`src/rtl/satatrn_txarb_if.sv`:
```
// rtl/satatrn_txarb_if.sv - stream bundle between FIS sources, tx arbiter and link layer
interface satatrn_txarb_if;
    logic        s_reg_valid;
    logic        s_reg_ready;
    logic [31:0] s_reg_data;
    logic        s_reg_last;
    logic        s_data_valid;
    logic        s_data_ready;
    logic [31:0] s_data_data;
    logic        s_data_last;
    logic        o_valid;
    logic        i_ready;
    logic [31:0] o_data;
    logic        o_last;

    modport slave (
        input  s_reg_valid, s_reg_data, s_reg_last,
        output s_reg_ready,
        input  s_data_valid, s_data_data, s_data_last,
        output s_data_ready,
        output o_valid, o_data, o_last,
        input  i_ready
    );

    modport master (
        output s_reg_valid, s_reg_data, s_reg_last,
        input  s_reg_ready,
        output s_data_valid, s_data_data, s_data_last,
        input  s_data_ready,
        input  o_valid, o_data, o_last,
        output i_ready
    );
endinterface

```
`src/rtl/satatrn_txarb.sv`:
```
// rtl/satatrn_txarb.sv - transport tx arbiter: register FIS passthrough, DATA FIS framing and abort drain
module satatrn_txarb #(
    parameter int MAXLEN = 2048
) (
    input  logic            i_clk,
    input  logic            i_reset,
    input  logic            i_link_err,
    satatrn_txarb_if.slave  bus
);
    localparam int              CW       = $clog2(MAXLEN + 1);
    localparam logic [CW-1:0]   CNT_LAST = CW'(MAXLEN - 1);
    localparam logic [31:0]     DATA_HDR = 32'h0000_0046;

    typedef enum logic [2:0] {
        IDLE, REG, DHDR, DATA, DRAIN_REG, DRAIN_DATA
    } state_t;

    state_t         state;
    logic [CW-1:0]  cnt;
    logic           mid_reg;
    logic           mid_data;

    logic           free;
    logic           reg_acc;
    logic           data_acc;
    logic           mid_reg_nxt;
    logic           mid_data_nxt;
    logic           data_end;
    logic           draining;

    assign free     = !bus.o_valid || bus.i_ready;
    assign draining = (state == DRAIN_REG) || (state == DRAIN_DATA);

    always_comb begin
        bus.s_reg_ready  = 1'b0;
        bus.s_data_ready = 1'b0;
        case (state)
            REG:        bus.s_reg_ready  = free;
            DATA:       bus.s_data_ready = free;
            DRAIN_REG:  bus.s_reg_ready  = 1'b1;
            DRAIN_DATA: bus.s_data_ready = 1'b1;
            default:    ;
        endcase
    end

    assign reg_acc  = bus.s_reg_valid && bus.s_reg_ready;
    assign data_acc = bus.s_data_valid && bus.s_data_ready;

    // Source-packet position is tracked independently of FIS splits so an abort knows what to drain.
    assign mid_reg_nxt  = reg_acc  ? !bus.s_reg_last  : mid_reg;
    assign mid_data_nxt = data_acc ? !bus.s_data_last : mid_data;
    assign data_end     = bus.s_data_last || (cnt == CNT_LAST);

    always_ff @(posedge i_clk or posedge i_reset) begin
        if (i_reset) begin
            state       <= IDLE;
            bus.o_valid <= 1'b0;
            bus.o_data  <= 32'h0;
            bus.o_last  <= 1'b0;
            cnt         <= '0;
            mid_reg     <= 1'b0;
            mid_data    <= 1'b0;
        end else begin
            mid_reg  <= mid_reg_nxt;
            mid_data <= mid_data_nxt;
            if (free) begin
                bus.o_valid <= 1'b0;
            end
            if (i_link_err && !draining) begin
                // Abort wins over any word accepted this cycle; that word is dropped, not output.
                bus.o_valid <= 1'b0;
                cnt         <= '0;
                if (mid_reg_nxt) begin
                    state <= DRAIN_REG;
                end else if (mid_data_nxt) begin
                    state <= DRAIN_DATA;
                end else begin
                    state <= IDLE;
                end
            end else begin
                case (state)
                    IDLE: begin
                        if (bus.s_reg_valid) begin
                            state <= REG;
                        end else if (bus.s_data_valid) begin
                            state <= DHDR;
                        end
                    end
                    REG: begin
                        if (reg_acc) begin
                            bus.o_valid <= 1'b1;
                            bus.o_data  <= bus.s_reg_data;
                            bus.o_last  <= bus.s_reg_last;
                            if (bus.s_reg_last) begin
                                state <= IDLE;
                            end
                        end
                    end
                    DHDR: begin
                        if (free) begin
                            bus.o_valid <= 1'b1;
                            bus.o_data  <= DATA_HDR;
                            bus.o_last  <= 1'b0;
                            cnt         <= '0;
                            state       <= DATA;
                        end
                    end
                    DATA: begin
                        if (data_acc) begin
                            bus.o_valid <= 1'b1;
                            bus.o_data  <= bus.s_data_data;
                            bus.o_last  <= data_end;
                            cnt         <= cnt + CW'(1);
                            if (data_end) begin
                                state <= IDLE;
                            end
                        end
                    end
                    DRAIN_REG: begin
                        if (reg_acc && bus.s_reg_last) begin
                            state <= IDLE;
                        end
                    end
                    DRAIN_DATA: begin
                        if (data_acc && bus.s_data_last) begin
                            state <= IDLE;
                        end
                    end
                    default: state <= IDLE;
                endcase
            end
        end
    end
endmodule

```
`src/flat_wrapper.sv`:
```
// flat-port wrapper written by rule: the top's interface ports become plain ports
module satatrn_txarb_flat 
#(
    parameter int MAXLEN = 2048
)
  (i_clk, i_reset, i_link_err, bus_s_reg_valid, bus_s_reg_data, bus_s_reg_last, bus_s_reg_ready, bus_s_data_valid, bus_s_data_data, bus_s_data_last, bus_s_data_ready, bus_o_valid, bus_o_data, bus_o_last, bus_i_ready);
  satatrn_txarb_if bus_i ();
  input  logic i_clk;
  input  logic i_reset;
  input  logic i_link_err;
  input wire logic [$bits(bus_i.s_reg_valid)-1:0] bus_s_reg_valid;
  input wire logic [$bits(bus_i.s_reg_data)-1:0] bus_s_reg_data;
  input wire logic [$bits(bus_i.s_reg_last)-1:0] bus_s_reg_last;
  output wire logic [$bits(bus_i.s_reg_ready)-1:0] bus_s_reg_ready;
  input wire logic [$bits(bus_i.s_data_valid)-1:0] bus_s_data_valid;
  input wire logic [$bits(bus_i.s_data_data)-1:0] bus_s_data_data;
  input wire logic [$bits(bus_i.s_data_last)-1:0] bus_s_data_last;
  output wire logic [$bits(bus_i.s_data_ready)-1:0] bus_s_data_ready;
  output wire logic [$bits(bus_i.o_valid)-1:0] bus_o_valid;
  output wire logic [$bits(bus_i.o_data)-1:0] bus_o_data;
  output wire logic [$bits(bus_i.o_last)-1:0] bus_o_last;
  input wire logic [$bits(bus_i.i_ready)-1:0] bus_i_ready;
  assign bus_i.s_reg_valid = bus_s_reg_valid;
  assign bus_i.s_reg_data = bus_s_reg_data;
  assign bus_i.s_reg_last = bus_s_reg_last;
  assign bus_s_reg_ready = bus_i.s_reg_ready;
  assign bus_i.s_data_valid = bus_s_data_valid;
  assign bus_i.s_data_data = bus_s_data_data;
  assign bus_i.s_data_last = bus_s_data_last;
  assign bus_s_data_ready = bus_i.s_data_ready;
  assign bus_o_valid = bus_i.o_valid;
  assign bus_o_data = bus_i.o_data;
  assign bus_o_last = bus_i.o_last;
  assign bus_i.i_ready = bus_i_ready;
  satatrn_txarb #(.MAXLEN(MAXLEN)) u_core (.i_clk(i_clk), .i_reset(i_reset), .i_link_err(i_link_err), .bus(bus_i));
endmodule
```
`config.mk`:
```
export PLATFORM = sky130hd
export DESIGN_NAME = satatrn_txarb_flat
export DESIGN_NICKNAME = d
export VERILOG_FILES = /design/src/rtl/satatrn_txarb_if.sv /design/src/rtl/satatrn_txarb.sv /design/src/flat_wrapper.sv
export SDC_FILE = /design/constraint.sdc
export NUM_CORES = 1
export LEC_CHECK = 0
export BUFFER_PORTS_ARGS = -buffer_cell sky130_fd_sc_hd__buf_2
export CAP_MARGIN = 5
export CORE_ASPECT_RATIO = 1.4
export CORE_MARGIN = 4
export CORE_UTILIZATION = 35
export DETAILED_ROUTE_END_ITERATION = 8
export SLEW_MARGIN = 15
export SYNTH_ARGS = -nofsm -noshare
export SYNTH_HDL_FRONTEND = slang
export SYNTH_SLANG_ARGS = --single-unit
```
`constraint.sdc`:
```
create_clock -name i_clk -period 2.1 [get_ports i_clk]
set_clock_uncertainty 0.05 [all_clocks]
set_input_delay 0.105 -clock i_clk [delete_from_list [all_inputs] [get_ports i_clk]]
set_output_delay 0.105 -clock i_clk [all_outputs]
set_load 0.05 [all_outputs]
```
==> flow_metrics.env, run 1 <==
export IMPL_clk_insertion_delay_late_ps=320
export IMPL_hold_slack_ps=4.15
export IMPL_hpwl_um=5880
export IMPL_worstSetupEndpointType="register"
export IMPL_dpl_cell_area_um2=3390
export IMPL_min_path_type="in -> reg"
export IMPL_max_freq_mhz=534
export IMPL_diodes=0
export IMPL_yosysMostFrequentCell="dfrtp_1"
export IMPL_clock_path_buffers=2
export IMPL_layout_nets=536
export IMPL_postLayoutCellArea_um2=3850
export IMPL_grt_pass1_wl_um=14400
export IMPL_totalWireLength_um=8340
export IMPL_synth_enable_flop_cells=0
export IMPL_synth_area_per_cell_um2=8.36
export IMPL_grt_start_max_net_pins=52
export IMPL_grt_ovfl_total=0
export IMPL_synth_cells=324
export IMPL_fin_crit_sh_pct=89.1
export IMPL_fp_dieH_um=112
export IMPL_post_route_min_period_ps=1870
export IMPL_io_buffers=107
export IMPL_vias_per_cell=5.22
export IMPL_cts_reportedPaths_clkPinSlew_ps=100
export IMPL_synth_area_top_cells="dfrtp_1 47%, a31oi_1 7.9%, nand3_1 7.2%"
export IMPL_synth_top_area_cell="dfrtp_1"
export IMPL_criticalPathCategory="reg -> reg"
export IMPL_core_area_um2=7450
export IMPL_rows=37
export IMPL_drv_slew=0
export IMPL_yosys_top_cells_count="51 x dfrtp_1, 44 x nand2_1, 44 x nor2_1, 39 x nand3_1, 34 x a31oi_1"
export IMPL_antenna_found_initial=0
export IMPL_grt_pass1_vias=3137
export IMPL_cts_buffers=5
export IMPL_seq_area_frac_synth_pct=47.1
export IMPL_status="completed"
export IMPL_power_leakage_uw=0.00178
export IMPL_wire_per_inst_um=14.9
export IMPL_arrival_ps=2020
export IMPL_synth_area_um2=2710
export IMPL_synth_net_count=397
export IMPL_synthArstFlopShare_pct=100
export IMPL_cp_start_kind="register"
export IMPL_rsz0062_at_grt="no"
export IMPL_cellPowerDensity_nw_per_um2=1460
export IMPL_ys_flop_type="dfrtp_1"
export IMPL_grt_usage_pct=19.3
export IMPL_worstMarginPinSlew_ps=644
export IMPL_ir_drop_v=0.000652
export IMPL_synth_cell_type_count=43
export IMPL_drt_iter0_drc=209
export IMPL_cap_viol_max_count=0
export IMPL_place_gp_congestion=0.856
export IMPL_final_util_pct=51.6
export IMPL_drive_gt1_share_pct=30.0
export IMPL_setup_viol=0
export IMPL_crit_fanout=4
export IMPL_fillers=721
export IMPL_yosysWarnings=0
export IMPL_htreeDepth=2
export IMPL_via_count=2930
export IMPL_drc=0
export IMPL_ff2ff_setup_slack_ps=230
export IMPL_hold_violations=0
export IMPL_cts_tree="yes"
export IMPL_start_util_pct=36.3
export IMPL_top_register="u_core.bus.o_data"
export IMPL_cts_root_buf="clkbuf_8"
export IMPL_post_cts_buffers=0
export IMPL_io_pins=108
export IMPL_area_growth_pct=42.1
export IMPL_die_width_um=82.3
export IMPL_max_slew_margin_pct=57.1
export IMPL_ant_nets=0
export IMPL_fin_setup_tns_ps=0
export IMPL_ys_ff_latch=51
export IMPL_clock_sinks=51
export IMPL_synth_top_area_share_pct=47.1
export IMPL_dr_pass1_iters=4
export IMPL_largest_reg_flops=32
export IMPL_die_area_um2=9230
export IMPL_total_power_uw=5600
export IMPL_top_regs="u_core.bus.o_data: 32 flops, u_core.cnt: 12 flops, u_core.state: 3 flops"
export IMPL_critPathRequiredTime_ps=2250
[cell families (layout without fill, tap and decap cells)]
kind of cell | count (synthesis) | count (layout) | share of synthesized area (%)
compound gates | 80 | 80 | 19.5
fa+ha+maj | 1 | 1 | 0.462
buf+inv | 36 | 176 | 5.82
flops | 51 | 51 | 47.1
simple gates | 156 | 156 | 27.0
[where the power goes]
group / switching (µW) / internal [µW]
Combinational: 2370 / 933
Clock: 353 / 360
Sequential: 214 / 1360
[cell usage in the layout, fill, tap and decap left out, types with 4 or more instances in the layout]
cell	n
o211ai_1	4
clkbuf_8	5
o31ai_1	4
a31oi_1	34
nand3_1	39
and2_1	4
nand2_1	44
o21ai_0	17
a21oi_1	4
buf_4	14
nand2b_1	4
dlygate4sd3_1	34
inv_1	11
buf_2	107
nor2_1	44
dfrtp_1	51
[worst max-delay path: stages, from the launching register on]
cell,delay (ps)
dfrtp_1,390
ha_1,220
nand4_1,140
o41ai_2,340
or2b_2,190
nand3_2,80
o32a_1,360
[through the flow]
stage | std cells | setup slack [ps]
2_1_floorplan | 324 | 118
3_3_place_gp | 519 | 240
3_5_place_dp | 519 | 151
4_1_cts | 561 | 130
5_1_grt | 561 | 60.1
6_report | 561 | 228
[final cells by class]
class | count | area, µm² | area share (%)
Inverter | 12 | 45.0 | 1.17
Multi-Input combinational cell | 237 | 1290 | 33.5
Sequential cell | 51 | 1280 | 33.2
Timing Repair Buffer | 156 | 1000 | 26.0
Clock inverter | 3 | 46.3 | 1.20
Clock buffer | 5 | 68.8 | 1.79
Tap cell | 97 | 121 | 3.16
[worst paths after layout]
check / start / end / cells past startpoint
max in group asynchronous: i_reset / u_core.bus.o_data[31] / 4
worst max-delay path: u_core.cnt[0] / u_core.state[0] / 6
worst max register to register: u_core.cnt[0] / u_core.state[0] / 6
worst min-delay path: bus_s_reg_data[6] / u_core.bus.o_data[6] / 3
min in group asynchronous: i_reset / u_core.state[2] / 4
worst min register to register: u_core.cnt[11] / u_core.cnt[11] / 1
[routing by layer]
layer  vias up  GRT usage [%]  wire, µm
li1       1431              -         -
met1      1386           23.0      3280
met2        98           34.3      4450
met3        15           3.45       447
met4         0           6.10       168
met5         -              0         0
[timing repair]
item                                   in CTS  in global routing
hold buffers                               34                  0
endpoints found under the hold margin      79                  0
gates resized for setup                     0                  1
setup endpoints to repair                   0                  1
(Power assumes the default switching activity.)
==> run 2: changes to the inputs <==
--- a/config.mk
+++ b/config.mk
@@ -7,10 +7,13 @@
 export LEC_CHECK = 0
 export BUFFER_PORTS_ARGS = -buffer_cell sky130_fd_sc_hd__buf_2
 export CAP_MARGIN = 5
+export CELL_PAD_IN_SITES_DETAIL_PLACEMENT = 2
+export CELL_PAD_IN_SITES_GLOBAL_PLACEMENT = 2
 export CORE_ASPECT_RATIO = 1.4
 export CORE_MARGIN = 4
-export CORE_UTILIZATION = 35
+export CORE_UTILIZATION = 27
 export DETAILED_ROUTE_END_ITERATION = 8
+export PLACE_DENSITY_LB_ADDON = 0.1
 export SLEW_MARGIN = 15
 export SYNTH_ARGS = -nofsm -noshare
 export SYNTH_HDL_FRONTEND = slang
==> run 2 against run 1 <==
Against the previous run: critical path depth down 2; die area up 27%; hold slack better by 2.1 ps; core utilization down 15 points; largest cell class unchanged; sequential cell count unchanged; sequential power about the same.
==> flow_metrics.env, run 2 (synthesis gave the netlist of run 1 again) <==
export IMPL_status="completed"
export IMPL_setup_ws_ps=189
export IMPL_max_freq_mhz=523
export IMPL_cts_buffers=5
export IMPL_power_leakage_uw=0.00167
export IMPL_die_area_um2=11700
export IMPL_clock_sinks=51
export IMPL_io_buffers=107
export IMPL_rows=43
export IMPL_post_cts_buffers=0
export IMPL_dr_pass1_iters=4
export IMPL_fin_setup_tns_ps=0
export IMPL_min_path_type="in -> reg"
export IMPL_cp_start_kind="register"
export IMPL_area_growth_pct=34.0
export IMPL_top_regs="u_core.bus.o_data: 32 flops, u_core.cnt: 12 flops, u_core.state: 3 flops"
export IMPL_cts_reportedPaths_clkPinSlew_ps=80
export IMPL_cts_root_buf="clkbuf_16"
export IMPL_drive_gt1_share_pct=31.9
export IMPL_layout_common_cells="107 x buf_2, 51 x dfrtp_1, 44 x nor2_1, 43 x nand2_1, 39 x nand3_1"
export IMPL_ir_drop_v=0.000666
export IMPL_arrival_ps=2030
export IMPL_place_gp_congestion=0.800
export IMPL_final_common_cell="buf_2"
export IMPL_hpwl_um=7270
export IMPL_critPathRequiredTime_ps=2210
export IMPL_setup_viol=0
export IMPL_antenna_found_initial=0
export IMPL_grt_start_max_net_pins=67
export IMPL_cap_viol_max_count=0
export IMPL_drt_iter0_drc=74
export IMPL_dp_slack_ps=147
export IMPL_totalWireLength_um=9820
export IMPL_io_pins=108
export IMPL_grt_usage_pct=17.4
export IMPL_die_width_um=92.6
export IMPL_fp_dieH_um=126
export IMPL_via_count=2858
export IMPL_fin_crit_sh_pct=91.0
export IMPL_core_area_um2=9850
export IMPL_dpl_cell_count=556
export IMPL_crit_fanout=11
export IMPL_largest_reg_flops=32
export IMPL_instances_no_fill=567
export IMPL_hold_violations=0
export IMPL_cellPowerDensity_nw_per_um2=1580
export IMPL_wire_per_inst_um=17.3
export IMPL_rsz0062_at_grt="no"
export IMPL_cts_tree="yes"
export IMPL_layout_nets=504
export IMPL_grt_pass1_wl_um=16300
export IMPL_top_register="u_core.bus.o_data"
export IMPL_vias_per_cell=5.04
export IMPL_grt_ovfl_total=0
export IMPL_grt_pass1_vias=3299
export IMPL_drv_slew=0
export IMPL_ant_nets=0
export IMPL_dpl_cell_area_um2=3440
export IMPL_clk_insertion_delay_late_ps=300
export IMPL_start_util_pct=27.5
export IMPL_drc=0
export IMPL_worstSetupEndpointType="register"
export IMPL_postLayoutCellArea_um2=3630
export IMPL_diodes=0
export IMPL_criticalPathCategory="reg -> reg"
export IMPL_post_route_min_period_ps=1910
export IMPL_max_slew_margin_pct=68.2
export IMPL_total_power_uw=5740
export IMPL_clock_path_buffers=2
export IMPL_worstMarginPinSlew_ps=474
export IMPL_htreeDepth=2
-- run 2: cell count changes in the layout (fill, tap and decap cells not counted), sizes merged --
cell	change
inv	-1
clkinv	+1
bufinv	-1
buf	-1
clkbuf	+1
dlygate4sd3	-31
-- run 2: critical path: stages, from the launching register on --
cell and delay (ps):
dfrtp_1 500, nor2_1 270, and3_1 340, nand2_2 190, o41ai_1 430
-- run 2: final timing paths --
path / start / to / slack (ps) / depth (start not counted)
min: bus_s_reg_data[19] / u_core.bus.o_data[19] / 6 / 3
min in group asynchronous: i_reset / u_core.bus.o_data[3] / 340 / 4
max reg2reg: u_core.state[2] / u_core.cnt[5] / 190 / 4
min reg2reg: u_core.cnt[10] / u_core.cnt[10] / 480 / 1
max in group asynchronous: i_reset / u_core.bus.o_valid / 1390 / 4
max: u_core.state[2] / u_core.cnt[5] / 190 / 4
-- run 2: area by class of cell --
type                       instances  area [µm²]
timing repair buffer             124         696
tap                              135         169
multi-input combinational        237        1290
clock inverter                     2        16.3
sequential                        51        1280
inverter                          12        45.0
fill                            1200        6220
clock buffer                       6         139
-- run 2: per-layer routing --
| metal | global-route usage [%] | vias to the layer above | wire length (µm) |
|---|---|---|---|
| met4 | 4.83 | 0 | 119 |
| met3 | 4.21 | 9 | 483 |
| met5 | 0 | - | 0 |
| met1 | 18.2 | 1422 | 3870 |
| met2 | 33.9 | 63 | 5350 |
| li1 | - | 1364 | - |
-- run 2: power breakdown --
group / switching, µW / total, µW / internal [µW]
Clock: 388 / 865 / 477
Combinational: 2410 / 3300 / 884
Sequential: 220 / 1580 / 1360
-- run 2: timing repair --
item / CTS / global route
hold endpoints to repair: 53 / 0
resized for setup: 0 / 1
hold buffers: 3 / 0
setup endpoints to repair: 0 / 3
-- run 2: through the flow --
stage | utilization [%] | hold WS (ps)
after detailed placement | 34.9 | 135
final | 36.9 | 6.26
after CTS | 36.8 | 1.87
after floorplan | - | 203
after global routing | 36.9 | 14.4
after global placement | 34.9 | 131
==> run 3: changes to the inputs <==
--- a/config.mk
+++ b/config.mk
@@ -5,15 +5,16 @@
 export SDC_FILE = /design/constraint.sdc
 export NUM_CORES = 1
 export LEC_CHECK = 0
-export BUFFER_PORTS_ARGS = -buffer_cell sky130_fd_sc_hd__buf_2
+export BUFFER_PORTS_ARGS = -buffer_cell sky130_fd_sc_hd__buf_4
 export CAP_MARGIN = 5
-export CELL_PAD_IN_SITES_DETAIL_PLACEMENT = 2
+export CELL_PAD_IN_SITES_DETAIL_PLACEMENT = 1
 export CELL_PAD_IN_SITES_GLOBAL_PLACEMENT = 2
 export CORE_ASPECT_RATIO = 1.4
 export CORE_MARGIN = 4
 export CORE_UTILIZATION = 27
 export DETAILED_ROUTE_END_ITERATION = 8
 export PLACE_DENSITY_LB_ADDON = 0.1
+export SKIP_CTS_REPAIR_TIMING = 1
 export SLEW_MARGIN = 15
 export SYNTH_ARGS = -nofsm -noshare
 export SYNTH_HDL_FRONTEND = slang
==> run 3 against run 2 <==
Against the previous run: combinational power up 7.0%; final cell count down 0.18%; sequential cell count unchanged; global-route usage down 1.4 points; wire length down 6.5%; critical path depth up 1; maximum frequency down 2.4%; sequential share of layout area down 2.3 points; power up 3.2%; critical path type unchanged; largest cell class unchanged; largest power group unchanged; highest routed layer unchanged.
==> flow_metrics.env, run 3 (synthesis gave the netlist of run 1 again) <==
export IMPL_criticalPathCategory="reg -> reg"
export IMPL_clock_sinks=51
export IMPL_grt_ovfl_total=0
export IMPL_arrival_ps=2090
export IMPL_wire_per_inst_um=16.2
export IMPL_cap_viol_max_count=0
export IMPL_totalWireLength_um=9180
export IMPL_max_freq_mhz=510
export IMPL_crit_buf_inv=0
export IMPL_rsz0062_at_grt="no"
export IMPL_hpwl_um=6910
export IMPL_rows=43
export IMPL_grt_usage_pct=16.0
export IMPL_grt_pass1_wl_um=15000
export IMPL_cp_top_family="compound AO/OA/AOI/OAI gates"
export IMPL_fillers=1219
export IMPL_layout_nets=503
export IMPL_drc=0
export IMPL_start_util_pct=27.5
export IMPL_place_gp_congestion=0.827
export IMPL_seq_area_um2=1280
export IMPL_core_area_um2=9850
export IMPL_cts_root_buf="clkbuf_16"
export IMPL_grt_pass1_vias=3007
export IMPL_fin_crit_sh_pct=93.3
export IMPL_final_common_cell="buf_4"
export IMPL_clock_path_buffers=2
export IMPL_critPathRequiredTime_ps=2230
export IMPL_slowest_stage="nor2b_1"
export IMPL_hold_violations=0
export IMPL_cts_reportedPaths_clkPinSlew_ps=70
export IMPL_worstSetupEndpointType="register"
export IMPL_drv_slew=0
export IMPL_fp_dieH_um=126
export IMPL_worstMarginPinSlew_ps=547
export IMPL_die_area_um2=11700
export IMPL_status="completed"
export IMPL_top_register="u_core.bus.o_data"
export IMPL_io_buffers=107
export IMPL_via_count=2779
export IMPL_io_pins=108
export IMPL_power_leakage_uw=0.00176
export IMPL_area_growth_pct=43.3
export IMPL_antenna_found_initial=0
export IMPL_fin_setup_tns_ps=0
export IMPL_post_route_min_period_ps=1960
export IMPL_crit_fanout=5
export IMPL_largest_reg_flops=32
export IMPL_die_width_um=92.6
export IMPL_clk_insertion_delay_late_ps=290
export IMPL_ant_nets=0
export IMPL_cts_tree="yes"
export IMPL_setup_viol=0
export IMPL_grt_start_max_net_pins=67
export IMPL_final_util_pct=39.4
export IMPL_htreeDepth=2
export IMPL_diodes=0
export IMPL_path_cells="nor2b_1, nor4b_1, a311oi_1, a211oi_1, o32a_1"
export IMPL_drt_iter0_drc=95
export IMPL_layout_common_cells="119 x buf_4, 51 x dfrtp_1, 44 x nand2_1, 44 x nor2_1, 39 x nand3_1"
export IMPL_top_regs="u_core.bus.o_data: 32 flops, u_core.cnt: 12 flops, u_core.state: 3 flops"
export IMPL_vias_per_cell=4.91
export IMPL_slowest_delay_ps=420
export IMPL_cellPowerDensity_nw_per_um2=1530
export IMPL_min_path_type="in -> reg"
export IMPL_drive_gt1_share_pct=31.8
export IMPL_cp_start_kind="register"
export IMPL_ir_drop_v=0.000545
export IMPL_max_slew_margin_pct=63.5
export IMPL_dr_pass1_iters=4
export IMPL_cts_buffers=5
export IMPL_multi_input_area_um2=1280
## run 3: changes by cell type in the layout (fill, tap and decap cells not counted)
cell / before / now
buf_2: 107 / 0
buf_4: 12 / 119
dlygate4sd3_1: 3 / 1
buf_12: 2 / 3
clkbuf_1: 0 / 1
clkbuf_8: 1 / 0
clkinv_2: 0 / 1
clkinv_4: 1 / 0
nand2_1: 43 / 44
nand2_2: 1 / 0
## run 3: cell type report
class,count,area share (%)
clock inverters,2,0.322
well taps,135,4.35
repair buffers,123,24.8
clock buffers,6,3.32
multi-input cells,237,33.1
flip-flops and latches,51,32.9
inverters,12,1.16
## run 3: power by group
| group | switching [µW] | leakage (µW) | internal, µW |
|---|---|---|---|
| Combinational | 2400 | 0.00108 | 1130 |
| Clock | 374 | 0.0000669 | 441 |
| Sequential | 219 | 0.000613 | 1370 |
| Total | 2990 | 0.00176 | 2940 |
## run 3: worst min-delay path, stage by stage
cell     delay, ps
buf_4          110
nand2_1         40
a31oi_1         70
## run 3: routing by layer
| metal | routed length, µm | GRT usage, % |
|---|---|---|
| met1 | 3580 | 17.4 |
| met2 | 4960 | 30.2 |
| met3 | 530 | 4.86 |
| met4 | 110 | 3.54 |
| met5 | 0 | 0 |
## run 3: final timing paths
path / startpoint / to / slack, ps / depth (start not counted)
worst max-delay path: u_core.bus.o_valid / u_core.state[0] / 140 / 5
worst min-delay path: bus_s_reg_data[31] / u_core.bus.o_data[31] / 20 / 3
worst max register to register: u_core.bus.o_valid / u_core.state[0] / 140 / 5
worst min register to register: u_core.cnt[1] / u_core.cnt[1] / 460 / 2
max in group asynchronous: i_reset / u_core.bus.o_data[25] / 1080 / 4
min in group asynchronous: i_reset / u_core.bus.o_data[0] / 360 / 3
## run 3: through the flow
step	worst slack (ps)	hold slack, ps	cells	power, µW	cell area (µm²)
6_report	141	16.1	566	5930	3880
3_5_place_dp	148	155	557	5200	3730
3_3_place_gp	184	165	557	5170	3730
2_1_floorplan	118	203	324	4000	2710
5_1_grt	19.1	11.2	566	6350	3880
4_1_cts	145	-168	565	6040	3870
